===== config.mk =====
export PLATFORM = sky130hd
export DESIGN_NAME = hilo_ctrl_flat
export DESIGN_NICKNAME = d
export VERILOG_FILES = /design/src/rtl/cpu_pkg.sv /design/src/rtl/hilo_ctrl_if.sv /design/src/rtl/hilo_regs.sv /design/src/rtl/hilo_ctrl.sv /design/src/flat_wrapper.sv
export SDC_FILE = /design/constraint.sdc
export NUM_CORES = 1
export LEC_CHECK = 0
export CAP_MARGIN = 20
export CORE_ASPECT_RATIO = 0.7
export CORE_UTILIZATION = 45
export CTS_BUF_LIST = sky130_fd_sc_hd__clkbuf_4 sky130_fd_sc_hd__clkbuf_8
export DETAILED_ROUTE_END_ITERATION = 8
export PLACE_DENSITY = 0.8
export SYNTH_ARGS = -nofsm -noshare
export SYNTH_HDL_FRONTEND = slang
export SYNTH_SLANG_ARGS = --single-unit
export TNS_END_PERCENT = 5

===== constraint.sdc =====
create_clock -name clk -period 12.1 [get_ports clk]
set_input_delay 1.815 -clock clk [delete_from_list [all_inputs] [get_ports clk]]
set_output_delay 1.815 -clock clk [all_outputs]
set_load 0.1 [all_outputs]

===== src/rtl/cpu_pkg.sv =====
// Shared execute-stage definitions for the HI/LO multiply controller:
// operand width, EX opcode encodings and the controller FSM states.
package cpu_pkg;

  localparam int unsigned DATA_W = 32;

  typedef enum logic [2:0] {
    OpNone  = 3'd0,
    OpMult  = 3'd1,
    OpMultu = 3'd2,
    OpMthi  = 3'd3,
    OpMtlo  = 3'd4,
    OpMfhi  = 3'd5,
    OpMflo  = 3'd6
  } ex_op_e;

  typedef enum logic [1:0] {
    StIdle,
    StBusy,
    StDone
  } hilo_state_e;

  function automatic logic is_mul_op(input logic [2:0] op);
    return (op == OpMult) || (op == OpMultu);
  endfunction

endpackage


===== src/rtl/hilo_ctrl_if.sv =====
// Multiplier handshake between the HI/LO controller (master) and the
// falling-edge multiplier (slave).
interface hilo_ctrl_if;

  logic                           mul_start;
  logic                           mul_signed;
  logic [cpu_pkg::DATA_W-1:0]     mul_a;
  logic [cpu_pkg::DATA_W-1:0]     mul_b;
  logic                           mul_enable;
  logic                           mul_annul;
  logic [2*cpu_pkg::DATA_W-1:0]   mul_result;
  logic                           mul_ready;

  modport master (
    output mul_start,
    output mul_signed,
    output mul_a,
    output mul_b,
    output mul_enable,
    output mul_annul,
    input  mul_result,
    input  mul_ready
  );

  modport slave (
    input  mul_start,
    input  mul_signed,
    input  mul_a,
    input  mul_b,
    input  mul_enable,
    input  mul_annul,
    output mul_result,
    output mul_ready
  );

endinterface


===== src/rtl/hilo_regs.sv =====
// Architectural HI/LO register pair: a 64-bit product commit port plus
// independent HI and LO writes for MTHI/MTLO.
module hilo_regs
  import cpu_pkg::*;
(
  input  logic                clk,
  input  logic                rst,
  input  logic                commit,
  input  logic [2*DATA_W-1:0] commit_data,
  input  logic                hi_we,
  input  logic                lo_we,
  input  logic [DATA_W-1:0]   wdata,
  output logic [DATA_W-1:0]   hi,
  output logic [DATA_W-1:0]   lo
);

  logic [DATA_W-1:0] hi_q;
  logic [DATA_W-1:0] lo_q;

  // The controller never raises commit together with hi_we/lo_we.
  always_ff @(posedge clk or posedge rst) begin
    if (rst) begin
      hi_q <= '0;
      lo_q <= '0;
    end else if (commit) begin
      hi_q <= commit_data[2*DATA_W-1:DATA_W];
      lo_q <= commit_data[DATA_W-1:0];
    end else begin
      if (hi_we) hi_q <= wdata;
      if (lo_we) lo_q <= wdata;
    end
  end

  assign hi = hi_q;
  assign lo = lo_q;

endmodule


===== src/rtl/hilo_ctrl.sv =====
// Multiply issue and HI/LO commit controller: issues MULT/MULTU to the
// multiplier, stalls EX until the product returns, then commits it to HI/LO.
module hilo_ctrl
  import cpu_pkg::*;
(
  input  logic              clk,
  input  logic              rst,
  input  logic              ex_valid,
  input  logic [2:0]        ex_op,
  input  logic [DATA_W-1:0] ex_rs,
  input  logic [DATA_W-1:0] ex_rt,
  input  logic              flush,
  input  logic              mem_stall,
  hilo_ctrl_if.master       mul,
  output logic              stall_req,
  output logic [DATA_W-1:0] mf_data,
  output logic [DATA_W-1:0] hi,
  output logic [DATA_W-1:0] lo
);

  hilo_state_e         state_q, state_d;
  logic [DATA_W-1:0]   op_a_q;
  logic [DATA_W-1:0]   op_b_q;
  logic                op_signed_q;
  logic [2*DATA_W-1:0] res_q;
  logic                busy_first_q;

  logic accept;
  logic res_capture;
  logic commit;
  logic hi_we;
  logic lo_we;

  always_comb begin
    state_d     = state_q;
    accept      = 1'b0;
    res_capture = 1'b0;
    commit      = 1'b0;
    hi_we       = 1'b0;
    lo_we       = 1'b0;
    stall_req   = 1'b0;
    unique case (state_q)
      StIdle: begin
        if (ex_valid && !flush && is_mul_op(ex_op)) begin
          accept    = 1'b1;
          stall_req = 1'b1;
          state_d   = StBusy;
        end else if (ex_valid && !flush && !mem_stall) begin
          hi_we = (ex_op == OpMthi);
          lo_we = (ex_op == OpMtlo);
        end
      end
      StBusy: begin
        if (flush) begin
          state_d = StIdle;
        end else begin
          stall_req = 1'b1;
          // Ready seen at the first BUSY edge belongs to the previous product.
          if (mul.mul_ready && !busy_first_q) begin
            res_capture = 1'b1;
            state_d     = StDone;
          end
        end
      end
      StDone: begin
        if (flush) begin
          state_d = StIdle;
        end else if (!mem_stall) begin
          commit  = 1'b1;
          state_d = StIdle;
        end
      end
      default: state_d = StIdle;
    endcase
  end

  always_ff @(posedge clk or posedge rst) begin
    if (rst) begin
      state_q      <= StIdle;
      busy_first_q <= 1'b0;
    end else begin
      state_q      <= state_d;
      busy_first_q <= accept;
    end
  end

  always_ff @(posedge clk or posedge rst) begin
    if (rst) begin
      op_a_q      <= '0;
      op_b_q      <= '0;
      op_signed_q <= 1'b0;
    end else if (accept) begin
      op_a_q      <= ex_rs;
      op_b_q      <= ex_rt;
      op_signed_q <= (ex_op == OpMult);
    end
  end

  // A flushed product is dropped so it can never reach HI/LO later.
  always_ff @(posedge clk or posedge rst) begin
    if (rst) begin
      res_q <= '0;
    end else if (flush) begin
      res_q <= '0;
    end else if (res_capture) begin
      res_q <= mul.mul_result;
    end
  end

  hilo_regs u_hilo_regs (
    .clk         (clk),
    .rst         (rst),
    .commit      (commit),
    .commit_data (res_q),
    .hi_we       (hi_we),
    .lo_we       (lo_we),
    .wdata       (ex_rs),
    .hi          (hi),
    .lo          (lo)
  );

  assign mul.mul_start  = (state_q == StBusy);
  assign mul.mul_signed = op_signed_q;
  assign mul.mul_a      = op_a_q;
  assign mul.mul_b      = op_b_q;
  assign mul.mul_enable = ~mem_stall;
  assign mul.mul_annul  = flush;

  assign mf_data = (ex_op == OpMfhi) ? hi : lo;

endmodule

===== src/flat_wrapper.sv =====
// flat-port wrapper written by rule: the top's interface ports become plain ports
module hilo_ctrl_flat import cpu_pkg::*;
  (clk, rst, ex_valid, ex_op, ex_rs, ex_rt, flush, mem_stall, stall_req, mf_data, hi, lo, mul_mul_start, mul_mul_signed, mul_mul_a, mul_mul_b, mul_mul_enable, mul_mul_annul, mul_mul_result, mul_mul_ready);
  hilo_ctrl_if mul_i ();
  input  logic clk;
  input  logic rst;
  input  logic ex_valid;
  input  logic [2:0] ex_op;
  input  logic [DATA_W-1:0] ex_rs;
  input  logic [DATA_W-1:0] ex_rt;
  input  logic flush;
  input  logic mem_stall;
  output logic stall_req;
  output logic [DATA_W-1:0] mf_data;
  output logic [DATA_W-1:0] hi;
  output logic [DATA_W-1:0] lo;
  output wire logic [$bits(mul_i.mul_start)-1:0] mul_mul_start;
  output wire logic [$bits(mul_i.mul_signed)-1:0] mul_mul_signed;
  output wire logic [$bits(mul_i.mul_a)-1:0] mul_mul_a;
  output wire logic [$bits(mul_i.mul_b)-1:0] mul_mul_b;
  output wire logic [$bits(mul_i.mul_enable)-1:0] mul_mul_enable;
  output wire logic [$bits(mul_i.mul_annul)-1:0] mul_mul_annul;
  input wire logic [$bits(mul_i.mul_result)-1:0] mul_mul_result;
  input wire logic [$bits(mul_i.mul_ready)-1:0] mul_mul_ready;
  assign mul_mul_start = mul_i.mul_start;
  assign mul_mul_signed = mul_i.mul_signed;
  assign mul_mul_a = mul_i.mul_a;
  assign mul_mul_b = mul_i.mul_b;
  assign mul_mul_enable = mul_i.mul_enable;
  assign mul_mul_annul = mul_i.mul_annul;
  assign mul_i.mul_result = mul_mul_result;
  assign mul_i.mul_ready = mul_mul_ready;
  hilo_ctrl u_core (.clk(clk), .rst(rst), .ex_valid(ex_valid), .ex_op(ex_op), .ex_rs(ex_rs), .ex_rt(ex_rt), .flush(flush), .mem_stall(mem_stall), .mul(mul_i), .stall_req(stall_req), .mf_data(mf_data), .hi(hi), .lo(lo));
endmodule

======== After elaboration in Yosys (flattened, before gate mapping) ========
Cells that the tools add are included.
storage, ports and cells
  bits in latches ......................... 0
  input bits .............................. 137
  output and inout port bits .............. 165
  memory bits (writable) .................. 0
  register bits ........................... 196
  memories ................................ 0
  ROM bits ................................ 0
  word-level logic and storage cells ...... 61
cells by class
  div/mod/pow operators ................... 0
  shifts and indexed selects .............. 0
  bitwise logic cells ..................... 1
  reductions and logical operators ........ 13
  multiplexer cells ....................... 29
  eq/ne operators ......................... 10
  magnitude comparators ................... 0
  $add $sub $neg .......................... 0
  $mul .................................... 0
operator list
  operator              number
  $mux W32              5
  $mux W64              2
  $mux W1               15
  $mux W2               5
  $eq A3 B2 Y1 const B  2
  $eq A3 B3 Y1 const B  2
  $pmux W2 S3           1
  $reduce_bool A2 Y1    3
  $logic_and A1 B1 Y1   4
  $eq A3 B1 Y1 const B  1
  $logic_not A1 Y1      3
  $ne A3 B2 Y1 const B  1
  $ne A3 B3 Y1 const B  1
  $reduce_and A3 Y1     1
  $eq A2 B1 Y1 const B  1
  $eq A2 B2 Y1 const B  1
  $logic_not A2 Y1      1
  $ne A2 B1 Y1 const B  1
  $pmux W1 S2           1
  $logic_or A1 B1 Y1    1
  $not A1 Y1            1

======== Longest topological paths before layout ========
  word-level depth ........................ 8
  depth in mapped cells ................... 6
  gate-level depth less buffers ........... 3

======== Modules after synthesis ========
A second synthesis with hierarchy kept.
second synthesis, totals
  cell total of the unflattened synthesis .. 765
  area total of the unflattened synthesis .. 9,002.4 um2
modules (own cells, without submodules)
  module     cells an instance  area an instance (um2)  seq. area each (um2)  times used
  hilo_ctrl  486                5,983.2                 3,303.2               1
  hilo_regs  279                3,019.1                 1,601.5               1

======== Worst setup path before layout ========
Ideal clock, no wire load.
  kind .................................... input to output
  from .................................... in flush
  to ...................................... out stall_req
  arrival ................................. 3.814 ns
  path buffers ............................ 3
  slack ................................... 6.471 ns
  required time ........................... 10.285 ns
  cell stages on the path ................. 6
  path through ............................ buf_2 > or4b_4 > nor3_4 > buf_4 > buf_6 > nand2b_1
on the way
  word-level cells in the longest chain between the ends .. 5
  elaborated cells between the ends (all ways) .. 6
  classes of those cells .................. mux (3); reduce/logical (3)
ends and longest elaborated chain
  item                               RTL line            RTL
  from (decl)                        flat_wrapper.sv:11  input logic flush;
  $logic_not A1 Y1                   hilo_ctrl.sv:44     if (ex_valid && !flush && is_mul_op(ex_op)) begin
  $logic_and A1 B1 Y1 (2 in series)  hilo_ctrl.sv:44
  $mux W1                            hilo_ctrl.sv:44
  $pmux W1 S2 (*)                    hilo_ctrl.sv:42     unique case (state_q)
  to (decl)                          flat_wrapper.sv:13  output logic stall_req;
Every way passes the cells marked *; elsewhere a longest branch is shown, timed or not.

======== Worst setup path after layout ========
  from .................................... in ex_op[0]
  to ...................................... out mf_data[22]
on the way
  word-level cells in the longest chain between the ends .. 2
ends and longest elaborated chain
  item          RTL line            RTL
  from (decl)   flat_wrapper.sv:8   input logic [2:0] ex_op;
  $eq A3 B3 Y1  hilo_ctrl.sv:129    assign mf_data = (ex_op == OpMfhi) ? hi : lo;
  $mux W32      hilo_ctrl.sv:129
  to (decl)     flat_wrapper.sv:14  output logic [DATA_W-1:0] mf_data;
No other way between the ends.

==> run metrics <==
run status finished, final reports clean; leakage power 4.97 nW; number of diodes added for antenna fixing 0; vias in the first global route 7028; transition time at the pin with the least slew margin 1080 ps; share of the synthesized area in compound gates (AO/OA/AOI/OAI) 9.68%; Clk Latency, worst-skew pair 470 ps; total number of placement rows 42; number of antenna violations at the first check in global routing 1; setup repair after global routing missed its margin no; CP Max Fanout 17; nets@finish 1113; Clock Tree Root sky130_fd_sc_hd__clkbuf_8; post-synthesis mux area share 20.7%; count of different cell masters after synthesis 35; post-cts sizing count 0; data arrival time at the worst-slack endpoint 5030 ps; Worst Hold Class flop to flop; type of origin of the critical path input pin; area of the die 19800 µm²; share of synthesized cell area in and, or, nand and nor gates 9.65%; logic depth of the worst register-to-register path 4; clock tree from TritonCTS yes; maximum number of pins on one net before global-route repair 130; DR iter-0 viols 394; post-detailed-placement half-perimeter wirelength 16900 µm; VDD IR-drop max 165 µV; type of the worst setup path input pin to output pin; Inserted Clock Buffers 17; Setup TNS Final 0 ps; final setup skew 16.1 ps; width of the chip 168 µm; Slew Limit Headroom 27.4%; Synth Net Count 843; CTS max path bufs 2; routed vias 6846; total DRC errors in the routed layout 0; largest family of logic cells by synthesized area multiplexers; filler cell count in the final layout 1458; area share of the leading cell type in the synthesized netlist 56.7%; Critical Path End Type output pin; setup slack, reg-to-reg 9510 ps; syn_area_per_cell 12.3 µm²; adder-cell share of the synthesized area 0%; H-tree lvl count 4; postcts setup bufs 0; maximum clock frequency 146 MHz; crit path time final 6840 ps; post-synthesis register bit count 196; layout overhead on the synthesized area 40.9%; top post-synthesis cells by area sky130_fd_sc_hd__dfrtp_1 57%, sky130_fd_sc_hd__mux2_2 17%, sky130_fd_sc_hd__nand3_1 3.9%; source of the worst hold timing path u_core.mul.mul_b[11]$_DFFE_PP0P_; global route overflow 0; r2r startpoint u_core.state_q[1]$_DFFE_PP0P_; post-synthesis cell type with the largest combined area sky130_fd_sc_hd__dfrtp_1; y dimension of the die 118 µm; average vias per placed instance 5.56; first-pass GRT wire length 40000 µm; share of cells above drive strength 1 18.9%; Final Total Pwr 2.87 mW; Clock Sink Count 196; area share of xor/xnor cells in the synthesized design 0.101%; antenna-violating nets left 0; Final Hold Fails 0; Total Routing Usage GR 26.5%; power density of the placed cells 235 nW/µm²; area of the core 18900 µm²; CP required 10280 ps; hold-critical path depth 1; final setup fails 0; sequential cell area fraction in the yosys report 56.7%; detailed-route wire length per cell 20.6 µm; num ports 302; share of the clock period used by the worst path after layout 56.6%; WHS Endpoint u_core.mul.mul_b[11]$_DFFE_PP0P_; global placement routability congestion 0.764; mapped cell area 8660 µm²; CTS Hold Bufs 0; number of max-slew violations in the final report 0; number of detailed-route iterations in the first pass 4; max-cap violations 0; wire length after detailed routing 25300 µm; starting density of the core 45.9%; number of buffers inserted by port buffering 301; number of warning messages in the yosys log 0; gate count after technology mapping 706; reg-to-reg critical path endpoint u_core.u_hilo_regs.hi[0]$_DFFE_PP0P_; CTS clk-pin slew, worst paths 100 ps; Worst Setup SP ex_op[0]
-- how the worst max path moves through the flow --
stage,cells after the start,end
5_1_grt,5,mf_data[22]
4_1_cts,5,mf_data[29]
6_report,5,mf_data[22]
3_5_place_dp,5,mf_data[29]
3_3_place_gp,5,mf_data[30]
2_1_floorplan,1,u_core.busy_first_q$_DFF_PP0_
-- per-stage QoR --
stage / util, % / instance area (µm²) / std cells / hold WS, ps / worst slack [ps]
6_report: 64.6 / 12200 / 1231 / 494 / 5260
4_1_cts: 64.6 / 12200 / 1231 / 499 / 5230
5_1_grt: 64.6 / 12200 / 1231 / 513 / 5040
3_5_place_dp: 62.7 / 11800 / 1199 / 474 / 5230
2_1_floorplan: - / 8660 / 706 / 480 / 4940
3_3_place_gp: 62.7 / 11800 / 1198 / 466 / 5290
-- metal layers --
layer  track usage [%]  up-vias  routed length (µm)
met1              35.3     3428               11100
met4              8.43        2                 445
met2              41.8      290               11800
met3              7.26       27                2060
met5                 0        -                  13
li1                  -     3099                   -
-- cells in the mapped netlist (all sizes together) --
cell     number
dfrtp       196
mux2        158
nand3        67
o21ai        65
clkbuf       42
nand2b       36
a21oi        31
a221o        31
nor2         29
buf          19
nor3b         5
nor2b         4
inv           3
nor3          3
or3b          2
a21o          1
a22oi         1
a2bb2oi       1
and4b         1
mux2i         1
nand2         1
nand3b        1
nand4b        1
nor4bb        1
o21a          1
o31ai         1
o32ai         1
or3           1
or4b          1
xnor2         1
-- state kept, by name, indices dropped and copies added (netlist names) --
name / count
u_core.res_q: 64
u_core.mul.mul_a: 32
u_core.mul.mul_b: 32
u_core.u_hilo_regs.hi: 32
u_core.u_hilo_regs.lo: 32
u_core.state_q: 2
u_core.busy_first_q: 1
u_core.mul.mul_signed: 1
-- power breakdown --
group	leakage, nW	switching (mW)	internal, mW
combinational	2.26	1.23	0.384
clock	0.175	0.250	0.150
sequential	2.53	0.0805	0.770
total	4.97	1.56	1.30
-- layout by cell type, fill, tap and decap left out, drive strengths merged --
cell type	count
clkbuf	18
buf	12
or3	1
clkdlybuf4s50	300
and4b	1
a22oi	1
xnor2	1
a21o	1
o32ai	1
a21oi	31
o21a	1
a221o	31
mux2	158
mux2i	1
nor3b	5
clkinv	5
o31ai	1
inv	8
nand2	1
clkinvlp	4
nand3	67
or4b	1
nor4bb	1
nor2	29
nand3b	1
nand4b	1
o21ai	65
dfrtp	196
nor3	3
nand2b	36
or3b	2
nor2b	4
a2bb2oi	1
-- worst max-delay path: stages --
cell and delay, ps:
sky130_fd_sc_hd__clkdlybuf4s50_1 590, sky130_fd_sc_hd__nand3b_1 690, sky130_fd_sc_hd__buf_4 530, sky130_fd_sc_hd__mux2_2 260
sky130_fd_sc_hd__clkdlybuf4s50_1 1120
-- cells by family (layout without fill, tap and decap cells) --
kind of cell    count (synthesis)  count (layout)
xor+xnor                        1               1
compound gates                133             133
simple gates                  153             153
flops                         196             196
buf+inv                        64             347
mux                           159             159
-- area by class of cell --
class	instances	area (µm²)	area share (%)
tap	242	303	2.48
clock inverter	14	121	0.995
multi-input combinational	446	3510	28.8
inverter	3	18.8	0.154
sequential	196	4910	40.2
timing repair buffer	312	3090	25.4
clock buffer	18	241	1.98
(Power assumes the default switching activity.)
